`config.mk`:
```
export PLATFORM = sky130hd
export DESIGN_NAME = spi_peripheral
export DESIGN_NICKNAME = d
export VERILOG_FILES = /design/src/rtl/spi_peripheral_pkg.sv /design/src/rtl/spi_sync.sv /design/src/rtl/spi_peripheral.sv
export SDC_FILE = /design/constraint.sdc
export NUM_CORES = 1
export LEC_CHECK = 0
export ABC_CLOCK_PERIOD_IN_PS = 11630
export CORE_MARGIN = 1.5
export CORE_UTILIZATION = 23
export DETAILED_ROUTE_END_ITERATION = 10
export GPL_TIMING_DRIVEN = 1
export PLACE_DENSITY_LB_ADDON = 0.08
export SYNTH_ARGS = -nofsm -noshare
export SYNTH_HDL_FRONTEND = slang
export SYNTH_SLANG_ARGS = --single-unit
```
`constraint.sdc`:
```
create_clock -name clk -period 11.63 [get_ports clk]
set_input_delay 2.9075 -clock clk [delete_from_list [all_inputs] [get_ports clk]]
set_output_delay 2.9075 -clock clk [all_outputs]
set_load 0.1 [all_outputs]
```
`src/rtl/spi_peripheral_pkg.sv`:
```
// Shared constants for the SPI peripheral: word width, FSM state encodings
// and the supported SPI mode.
package spi_peripheral_pkg;

  localparam int W_CPU = 32;

  localparam logic SPI_IDLE  = 1'b0;
  localparam logic SPI_SHIFT = 1'b1;

  // {CPOL, CPHA}: mode 0 only.
  localparam logic [1:0] SPI_MODE = 2'b00;

endpackage

```
`src/rtl/spi_sync.sv`:
```
// Two-flop synchroniser plus history flop for one asynchronous SPI pin,
// with single-cycle rise/fall strobes in the clk domain.
module spi_sync #(
  parameter logic RST_VAL = 1'b0
) (
  input  logic clk,
  input  logic rst,
  input  logic d,
  output logic sync,
  output logic rise,
  output logic fall
);

  logic meta;
  logic hist;

  // NOTE: flops are written with <= so every stage samples its pre-edge input;
  // with = the three stages would collapse into a single flop.
  always_ff @(posedge clk or posedge rst) begin
    if (rst) begin
      meta <= RST_VAL;
      sync <= RST_VAL;
      hist <= RST_VAL;
    end else begin
      meta <= d;
      sync <= meta;
      hist <= sync;
    end
  end

  assign rise = sync & ~hist;
  assign fall = ~sync & hist;

endmodule

```
`src/rtl/spi_peripheral.sv`:
```
// Mode-0 SPI slave oversampled in the clk domain: shifts W_Data-bit words in
// on MOSI and out on MISO, with valid/ready handshakes towards the core.
module spi_peripheral
  import spi_peripheral_pkg::*;
#(
  parameter int W_Data    = W_CPU,
  parameter int W_Counter = 5
) (
  input  logic              clk,
  input  logic              rst,
  input  logic              spi_clk,
  input  logic              cs_n,
  input  logic              MOSI_in,
  output logic              MISO_out,
  output logic              MISO_oe,
  input  logic [W_Data-1:0] tx_data,
  input  logic              tx_valid,
  output logic              tx_ready,
  output logic [W_Data-1:0] rx_data,
  output logic              rx_valid,
  output logic              tx_underrun,
  output logic              frame_abort
);

  localparam logic [W_Counter-1:0] CNT_MAX = W_Counter'(W_Data - 1);

  logic sclk_sync, sclk_rise, sclk_fall;
  logic cs_sync, cs_rise, cs_fall;
  logic mosi_sync, mosi_rise, mosi_fall;

  // Idle levels: spi_clk low, cs_n high, so leaving reset never fakes an edge.
  spi_sync #(.RST_VAL(1'b0)) u_sclk_sync (
    .clk(clk), .rst(rst), .d(spi_clk),
    .sync(sclk_sync), .rise(sclk_rise), .fall(sclk_fall)
  );

  spi_sync #(.RST_VAL(1'b1)) u_cs_sync (
    .clk(clk), .rst(rst), .d(cs_n),
    .sync(cs_sync), .rise(cs_rise), .fall(cs_fall)
  );

  spi_sync #(.RST_VAL(1'b0)) u_mosi_sync (
    .clk(clk), .rst(rst), .d(MOSI_in),
    .sync(mosi_sync), .rise(mosi_rise), .fall(mosi_fall)
  );

  logic unused;
  assign unused = ^{sclk_sync, cs_sync, mosi_rise, mosi_fall};

  logic                 state;
  logic [W_Data-1:0]    tx_hold;
  logic                 hold_full;
  logic [W_Data-1:0]    tx_shift;
  logic [W_Data-2:0]    rx_shift;
  logic [W_Data-1:0]    rx_next;
  logic [W_Counter-1:0] bit_cnt;
  logic                 word_done;
  logic                 load_word;
  logic                 handshake;

  assign rx_next   = {rx_shift, mosi_sync};
  assign handshake = tx_valid & tx_ready;
  assign tx_ready  = ~hold_full;
  assign MISO_out  = tx_shift[W_Data-1];
  assign MISO_oe   = (state == SPI_SHIFT);

  // A word is loaded into the shifter at frame start, or on the falling edge
  // that follows a completed word; a simultaneous cs_rise wins over that edge.
  always_comb begin
    // NOTE: default assignment first, so no path through the block leaves the
    // signal unassigned and infers a latch.
    load_word = 1'b0;
    if (state == SPI_IDLE) load_word = cs_fall;
    else                   load_word = ~cs_rise & sclk_fall & word_done;
  end

  // NOTE: the holding register is reset along with its flag; it is only a
  // single word, so there is no reason to leave it X after reset.
  always_ff @(posedge clk or posedge rst) begin
    if (rst) begin
      tx_hold   <= '0;
      hold_full <= 1'b0;
    end else if (handshake) begin
      tx_hold   <= tx_data;
      hold_full <= 1'b1;
    end else if (load_word) begin
      hold_full <= 1'b0;
    end
  end

  always_ff @(posedge clk or posedge rst) begin
    if (rst) begin
      state       <= SPI_IDLE;
      tx_shift    <= '0;
      rx_shift    <= '0;
      rx_data     <= '0;
      bit_cnt     <= CNT_MAX;
      word_done   <= 1'b0;
      rx_valid    <= 1'b0;
      tx_underrun <= 1'b0;
      frame_abort <= 1'b0;
    end else begin
      rx_valid    <= 1'b0;
      tx_underrun <= 1'b0;
      frame_abort <= 1'b0;

      if (load_word) begin
        tx_shift    <= hold_full ? tx_hold : '0;
        tx_underrun <= ~hold_full;
        bit_cnt     <= CNT_MAX;
        word_done   <= 1'b0;
      end

      if (state == SPI_IDLE) begin
        if (cs_fall) state <= SPI_SHIFT;
      end else if (cs_rise) begin
        state       <= SPI_IDLE;
        bit_cnt     <= CNT_MAX;
        word_done   <= 1'b0;
        frame_abort <= ~word_done & (bit_cnt != CNT_MAX);
      end else begin
        if (sclk_rise) begin
          rx_shift <= rx_next[W_Data-2:0];
          if (bit_cnt == '0) begin
            rx_data   <= rx_next;
            rx_valid  <= 1'b1;
            word_done <= 1'b1;
          end else begin
            bit_cnt <= bit_cnt - 1'b1;
          end
        end
        if (sclk_fall && !word_done) tx_shift <= tx_shift << 1;
      end
    end
  end

endmodule
```
Word level (Yosys, flattened, before mapping)
Index checks and enable logic that the tools add are counted.
- reductions and logical operators: 6
- eq/ne operators: 1
- mux-type cells: 28
- add/subtract/negate cells: 1
- bitwise operators: 15
- operators by type and width (cell ; number):
    32-bit two-way mux ; 5
    5-bit two-way mux ; 5
    1-bit two-way mux ; 18
    1-bit AND ; 8
    1-bit NOT ; 7
    5-bit logical NOT ; 1
    5-bit != test (second input constant) ; 1
    5-bit by 1-bit subtractor with 5-bit output (second input constant) ; 1
    4-bit AND reduction ; 1
    3-bit AND reduction ; 1
    2-bit nonzero test ; 1
    1-bit logical AND ; 1
    1-bit logical NOT ; 1
- bits in registers: 146
- input bits: 38
- output and inout port bits: 38
- word-level logic and storage cells: 70

Logic depth before layout (Yosys ltp)
Gate-level depths: netlist (run 1).
- depth in word-level cells: 11
- depth in mapped cells: 7
- gate-level depth less buffers: 6

By module
From an unflattened synthesis (run 1), not the netlist that was laid out.
- cells, all modules: 458
- area total of the unflattened synthesis: 5983.2 um2
- modules (own cells, without submodules) (module ; area each (um2) ; seq. area each (um2) ; instances ; cells an instance):
    spi_peripheral ; 5698.0 ; 3459.6 ; 1 ; 440
    spi_sync (u_mosi_sync ...) ; 93.8 ; 75.1 ; 2 ; 6
    spi_sync (u_cs_sync) ; 97.6 ; 78.8 ; 1 ; 6

Worst setup path after synthesis (run 1)
No wires, ideal clock.
- path kind: flip-flop to output port
- start: register hold_full
- end: output tx_ready
- required time: 8.722 ns
- buffers on the path: 2
- setup slack: 7.393 ns
- cell stages (with the launch flop): 4
- arrival: 1.330 ns
- cell sequence: dfrtp_1 > clkbuf_1 > clkbuf_1 > inv_1
- word-level cells in the longest chain between the ends: 1
- RTL lines (item ; line ; RTL):
    start: declaration ; spi_peripheral.sv:52 ; logic hold_full;
    start signal: assignment ; spi_peripheral.sv:82 ; hold_full <= 1'b0;
    start signal: assignment ; spi_peripheral.sv:85 ; hold_full <= 1'b1;
    start signal: assignment ; spi_peripheral.sv:87 ; hold_full <= 1'b0;
    1-bit NOT ; spi_peripheral.sv:63 ; assign tx_ready = ~hold_full;
    end: declaration ; spi_peripheral.sv:18 ; output logic tx_ready,
Every way passes these cells.

Final worst setup path (run 1)
- start: register state (netlist: MISO_oe)
- end: output MISO_oe
- RTL lines (item ; line ; RTL):
    start: declaration ; spi_peripheral.sv:50 ; logic state;
    start signal: assignment ; spi_peripheral.sv:93 ; state <= SPI_IDLE;
    start signal: assignment ; spi_peripheral.sv:115 ; if (cs_fall) state <= SPI_SHIFT;
    start signal: assignment ; spi_peripheral.sv:117 ; state <= SPI_IDLE;
    end: declaration ; spi_peripheral.sv:15 ; output logic MISO_oe,
No word-level cell between the ends.

==> flow_metrics.py, run 1 <==
metrics = {
    "sta": {
        "slew-limit-headroom_pct": 21.0,
        "clock-skew-final_ps": 7.22,
        "hold_viol_final": 0,
        "setup_ws_ps": 6450,
        "slew_violations": 0,
        "setup_viol": 0,
        "worst_pin_slew_ps": 1180,
        "period_share_pct": 44.5,
        "layout_min_cycle_time_ps": 5180,
        "rsz0062_at_grt": "false",
        "max_freq_mhz": 193,
        "hold_slack_ps": 348,
        "tns_ps": 0,
    },
    "layout": {
        "num-nets-final": 558,
        "final_cell_mix": "dfrtp_1, clkdlybuf4s50_1, mux2_2",
        "syn_to_final_growth_pct": 28.6,
        "diodes": 0,
        "drive_gt1_share_pct": 23.0,
        "layout_commonest_cell": "dfrtp_1",
    },
    "floorplan": {
        "die_x_um": 164,
        "die_h_um": 164,
        "start_util_pct": 23.5,
        "die_area_um2": 26700,
        "coreArea_um2": 25300,
        "row_count": 58,
        "io_pins": 76,
    },
    "yosys": {
        "ys_types": 39,
        "postSynthAreaPerCell_um2": 13.2,
        "syn_inst": 450,
        "synth_ff_type": "dfrtp_1",
        "synthArstFlopShare_pct": 100,
        "synth_seq_cells": 146,
        "ys.warnings.count": 0,
        "syn-num-nets": 490,
        "syn_area_um2": 5930,
        "synth_edf_count": 0,
        "synth_seq_area_share_pct": 61.8,
    },
    "routing": {
        "wire_per_inst_um": 14.0,
        "wirelength_um": 12100,
        "antenna_left": 0,
        "drt_iter0_markers": 147,
        "dr.pass1.iters": 4,
        "vias_per_cell": 4.22,
        "route.detailed.drc": 0,
        "dr_total_vias": 3628,
    },
    "clock_tree": {
        "clk_path_buf_depth": 2,
        "ctsResizeCount": 0,
        "post_cts_buffers": 0,
        "clk_latency_ps": 410,
        "cts_hold_buf": 0,
        "root_buffer": "clkbuf_16",
        "htreeDepth": 4,
        "cts.sinks": 146,
        "cts_tree": "yes",
        "numCtsBuffers": 17,
        "clk_pin_slew_ps": 60,
    },
    "power": {
        "peakVddDrop_mv": 0.139,
        "sw_frac_of_total_pct": 27.3,
        "p_clk_share_pct": 37.8,
        "fin_total_pwr_mw": 1.52,
        "p_seq_share_pct": 46.0,
        "p_switching_uw": 414,
        "p_leak_nw": 3.46,
        "p_per_area_nw_per_um2": 199,
        "p_int_mw": 1.10,
        "p_comb_share_pct": 16.2,
    },
    "global_routing": {
        "grt_pass1_vias": 3759,
        "overflow": 0,
        "grt.total_usage_pct": 9.74,
        "grt_pass1_wl_um": 20300,
        "antenna_found_initial": 0,
        "grt_max_degree": 77,
    },
    "critical_path": {
        "worstPathCellList": "clkdlybuf4s50_1",
        "cp_top_family": "buffers and inverters",
        "criticalPathCategory": "reg2out",
        "crit_arrival_ps": 2270,
        "crit_required_ps": 8720,
        "start_kind": "flip-flop",
        "path_buf_inv": 1,
        "endpoint_kind": "output port",
        "critical_path.max_fanout": 14,
        "critPathSlowestCell": "clkdlybuf4s50_1",
        "r2r_slack_ps": 9170,
        "critPathMaxStageDelay_ps": 1230,
    },
    "hold_path": {
        "hold_path.class": "reg2reg",
    },
    "place": {
        "hpwl_um": 7250,
        "place_ws_ps": 6630,
        "place.gp.congestion": 0.705,
        "io_buffers": 75,
    },
    "flow_run": {
        "drv_cap": 0,
    },
    "run_status": {
        "status": "finished, final reports clean",
    },
}
## power by group through the flow
stage / combinational [mW] / clock, mW / sequential [mW]
4_1_cts: 0.251 / 0.593 / 0.699
5_1_grt: 0.274 / 0.616 / 0.716
3_5_place_dp: 0.250 / 0 / 0.707
3_3_place_gp: 0.245 / 0 / 0.706
2_1_floorplan: 0.180 / 0 / 0.701
6_report: 0.245 / 0.573 / 0.698
## cell usage after synthesis, types with 2 or more instances
cell type	instances	share of area, %
buf_2	3	0.25
dfrtp_1	138	58
nor2_1	37	2.3
nor2b_1	2	0.21
nand3_1	34	2.9
nand2_1	36	2.3
mux2_2	41	7.8
mux2_1	26	4.9
nand2b_1	2	0.21
nor3b_1	2	0.25
a2bb2oi_1	2	0.30
mux2_4	28	7.1
inv_1	4	0.25
nor3_1	5	0.42
a31oi_1	33	3.5
a21o_1	2	0.25
buf_6	4	0.76
dfstp_2	8	3.5
ha_1	2	0.42
clkbuf_1	22	1.4
## registers in the layout (all words and copies together) (netlist names), 5 cells and up
signal,cells
bit_cnt,5
rx_data,32
rx_shift,31
tx_hold,32
tx_shift,32
## cell type report
type	count	area, um2
Clock buffer	17	425
Multi-Input combinational cell	269	2130
Fill cell	2594	17600
Tap cell	330	413
Clock inverter	14	189
Timing Repair Buffer	79	781
Inverter	5	23.8
Sequential cell	146	3660
## cells by family (layout without fill, tap and decap cells)
family | count (synthesis) | in the layout | synth area share (%)
adders and majority gates | 2 | 2 | 0.422
xor gates and xnor gates | 2 | 2 | 0.296
muxes | 95 | 95 | 19.8
AOI/OAI and AO/OA | 45 | 45 | 4.98
DFF | 146 | 146 | 61.8
and+or+nand+nor | 125 | 125 | 9.90
buffers and inverters | 35 | 115 | 2.79
## per-layer routing
metal	GRT usage, %	vias up	part of all wire (%)
met2	14.6	73	45
li1	-	1714	-
met4	2.48	0	0.92
met5	0	-	0
met1	13.5	1832	50
met3	3.02	9	4.0
## per-stage QoR
step	instance area (um2)	std cells	utilization (%)
after floorplan	5930	450	-
after global placement	7010	829	27.7
after detailed placement	7010	829	27.7
after CTS	7620	860	30.2
after global routing	7620	860	30.2
final	7620	860	30.2
## worst paths after layout
| path | startpoint | endpoint | cells past startpoint |
|---|---|---|---|
| max in group asynchronous | rst | rx_shift[15] | 3 |
| hold / removal | u_mosi_sync.meta | u_mosi_sync.sync | 0 |
| setup reg to reg | u_cs_sync.sync | rx_data[29] | 5 |
| min in group asynchronous | rst | rx_data[17] | 2 |
| hold reg to reg | u_mosi_sync.meta | u_mosi_sync.sync | 0 |
| setup / recovery | MISO_oe | MISO_oe | 1 |
Power figures use the tool's default switching activity.
==> inputs of run 2 (changes only) <==
ABC_CLOCK_PERIOD_IN_PS = 5100   (was 11630)
clock period = 5.1 ns   (was 11.63 ns; I/O delays follow)
==> run 2 against run 1 <==
Net effect:
- sequential share of layout area shrank 0.19 points
- clock power grew 130%
- die area is the same
- critical path depth is the same
- clock-buffer cell count grew 2
- design area grew 0.39%
- power grew 130%
- wire length grew 0.48%
- core utilization grew 0.12 points
- sequential power grew 130%
- hold slack gained 2.4 ps
- register-to-register slack lost 6600 ps
- critical endpoint unchanged
- largest cell class unchanged
- largest power group unchanged
- highest routed layer unchanged
==> flow_metrics.py, run 2 (synthesis gave the netlist of run 1 again) <==
metrics = {
    "routing": {
        "wire_per_inst_um": 14.1,
        "antenna_left": 0,
        "dr.pass1.iters": 4,
        "route.detailed.drc": 0,
        "drt_iter0_markers": 182,
        "dr_total_vias": 3671,
        "wirelength_um": 12100,
        "vias_per_cell": 4.25,
    },
    "layout": {
        "final_cell_mix": "dfrtp_1, clkdlybuf4s50_1, mux2_2",
        "diodes": 0,
        "num-nets-final": 560,
        "drive_gt1_share_pct": 23.3,
        "syn_to_final_growth_pct": 29.1,
        "reg_top3": "rx_data x32, tx_hold x32, tx_shift x32",
        "layout_commonest_cell": "dfrtp_1",
        "final_area_um2": 7650,
        "final_core_util_pct": 30.3,
    },
    "run_status": {
        "status": "finished, final reports clean",
    },
    "critical_path": {
        "critical_path.max_fanout": 14,
        "critPathSlowestCell": "clkdlybuf4s50_1",
        "cp_top_family": "buffers and inverters",
        "critPathMaxStageDelay_ps": 1230,
        "crit_arrival_ps": 2280,
        "worstPathCellList": "clkdlybuf4s50_1",
        "start_kind": "flip-flop",
        "endpoint_kind": "output port",
        "path_buf_inv": 1,
        "crit_required_ps": 3830,
        "criticalPathCategory": "reg2out",
    },
    "clock_tree": {
        "htreeDepth": 4,
        "root_buffer": "clkbuf_16",
        "cts_hold_buf": 0,
        "ctsResizeCount": 0,
        "cts.sinks": 146,
        "post_cts_buffers": 0,
        "clk_latency_ps": 420,
        "clk_pin_slew_ps": 60,
        "clk_path_buf_depth": 2,
        "cts_tree": "yes",
        "numCtsBuffers": 17,
    },
    "power": {
        "p_per_area_nw_per_um2": 453,
        "p_leak_nw": 3.47,
        "peakVddDrop_mv": 0.410,
    },
    "floorplan": {
        "io_pins": 76,
        "die_area_um2": 26700,
        "coreArea_um2": 25300,
        "die_x_um": 164,
        "die_h_um": 164,
        "start_util_pct": 23.5,
        "row_count": 58,
    },
    "sta": {
        "worst_pin_slew_ps": 1140,
        "tns_ps": 0,
        "hold_viol_final": 0,
        "layout_min_cycle_time_ps": 3550,
        "period_share_pct": 69.6,
        "max_freq_mhz": 282,
        "clock-skew-final_ps": 11.3,
        "rsz0062_at_grt": "false",
        "slew_violations": 0,
        "setup_viol": 0,
        "slew-limit-headroom_pct": 24.0,
    },
    "global_routing": {
        "antenna_found_initial": 0,
        "grt.total_usage_pct": 10.0,
        "overflow": 0,
        "grt_pass1_vias": 3901,
        "grt_max_degree": 72,
        "grt_pass1_wl_um": 20700,
    },
    "place": {
        "place.gp.congestion": 0.709,
        "dpl_cell_area_um2": 7030,
        "io_buffers": 75,
        "hpwl_um": 7290,
    },
    "flow_run": {
        "drv_cap": 0,
    },
    "hold_path": {
        "hold_path.class": "reg2reg",
    },
}
run 2: cell count changes in the layout (fill, tap and decap cells not counted):
cell,change
buf_12,+1
buf_4,+1
bufinv_16,-1
clkbuf_1,+1
clkbuf_8,+1
clkinv_2,-4
clkinvlp_4,+2
inv_6,+1
inv_8,+1
run 2: metal layers:
layer,global-route usage (%),share of wire (%),up-vias
met5,0,0,-
met3,3.35,4.7,5
met2,15.4,47,79
li1,-,-,1720
met4,3.26,0.76,0
met1,13.2,48,1867
run 2: stage by stage:
stage / hold WS [ps] / instances / worst slack [ps] / power, mW
finish: 351 / 863 / 1550 / 3.47
floorplan: 331 / 450 / 2000 / 2.01
global route: 364 / 863 / 1460 / 3.67
global placement: 338 / 831 / 1990 / 2.17
CTS: 355 / 863 / 1490 / 3.53
detailed placement: 340 / 831 / 1970 / 2.19
run 2: area by class of cell:
class | count | area [um2]
clock buffer | 19 | 443
clock inverter | 13 | 175
fill | 2565 | 17600
inverter | 5 | 22.5
multi-input combinational | 269 | 2130
sequential | 146 | 3660
tap | 330 | 413
timing repair buffer | 81 | 808
run 2: final timing paths:
path | start | end | slack (ps) | depth (start not counted)
worst max-delay path | MISO_oe | MISO_oe | 1550 | 1
max in group asynchronous | rst | rx_shift[3] | 2990 | 3
worst min-delay path | u_sclk_sync.meta | u_sclk_sync.sync | 350 | 0
min in group asynchronous | rst | rx_shift[22] | 1260 | 2
worst min register to register | u_sclk_sync.meta | u_sclk_sync.sync | 350 | 0
worst max register to register | u_cs_sync.sync | rx_data[30] | 2610 | 5
run 2: report_power, final:
| part | internal (mW) | switching, mW | leakage [nW] | total, mW |
|---|---|---|---|---|
| Combinational | 0.270 | 0.297 | 1.32 | 0.567 |
| Sequential | 1.43 | 0.154 | 1.86 | 1.59 |
| Clock | 0.792 | 0.521 | 0.289 | 1.31 |
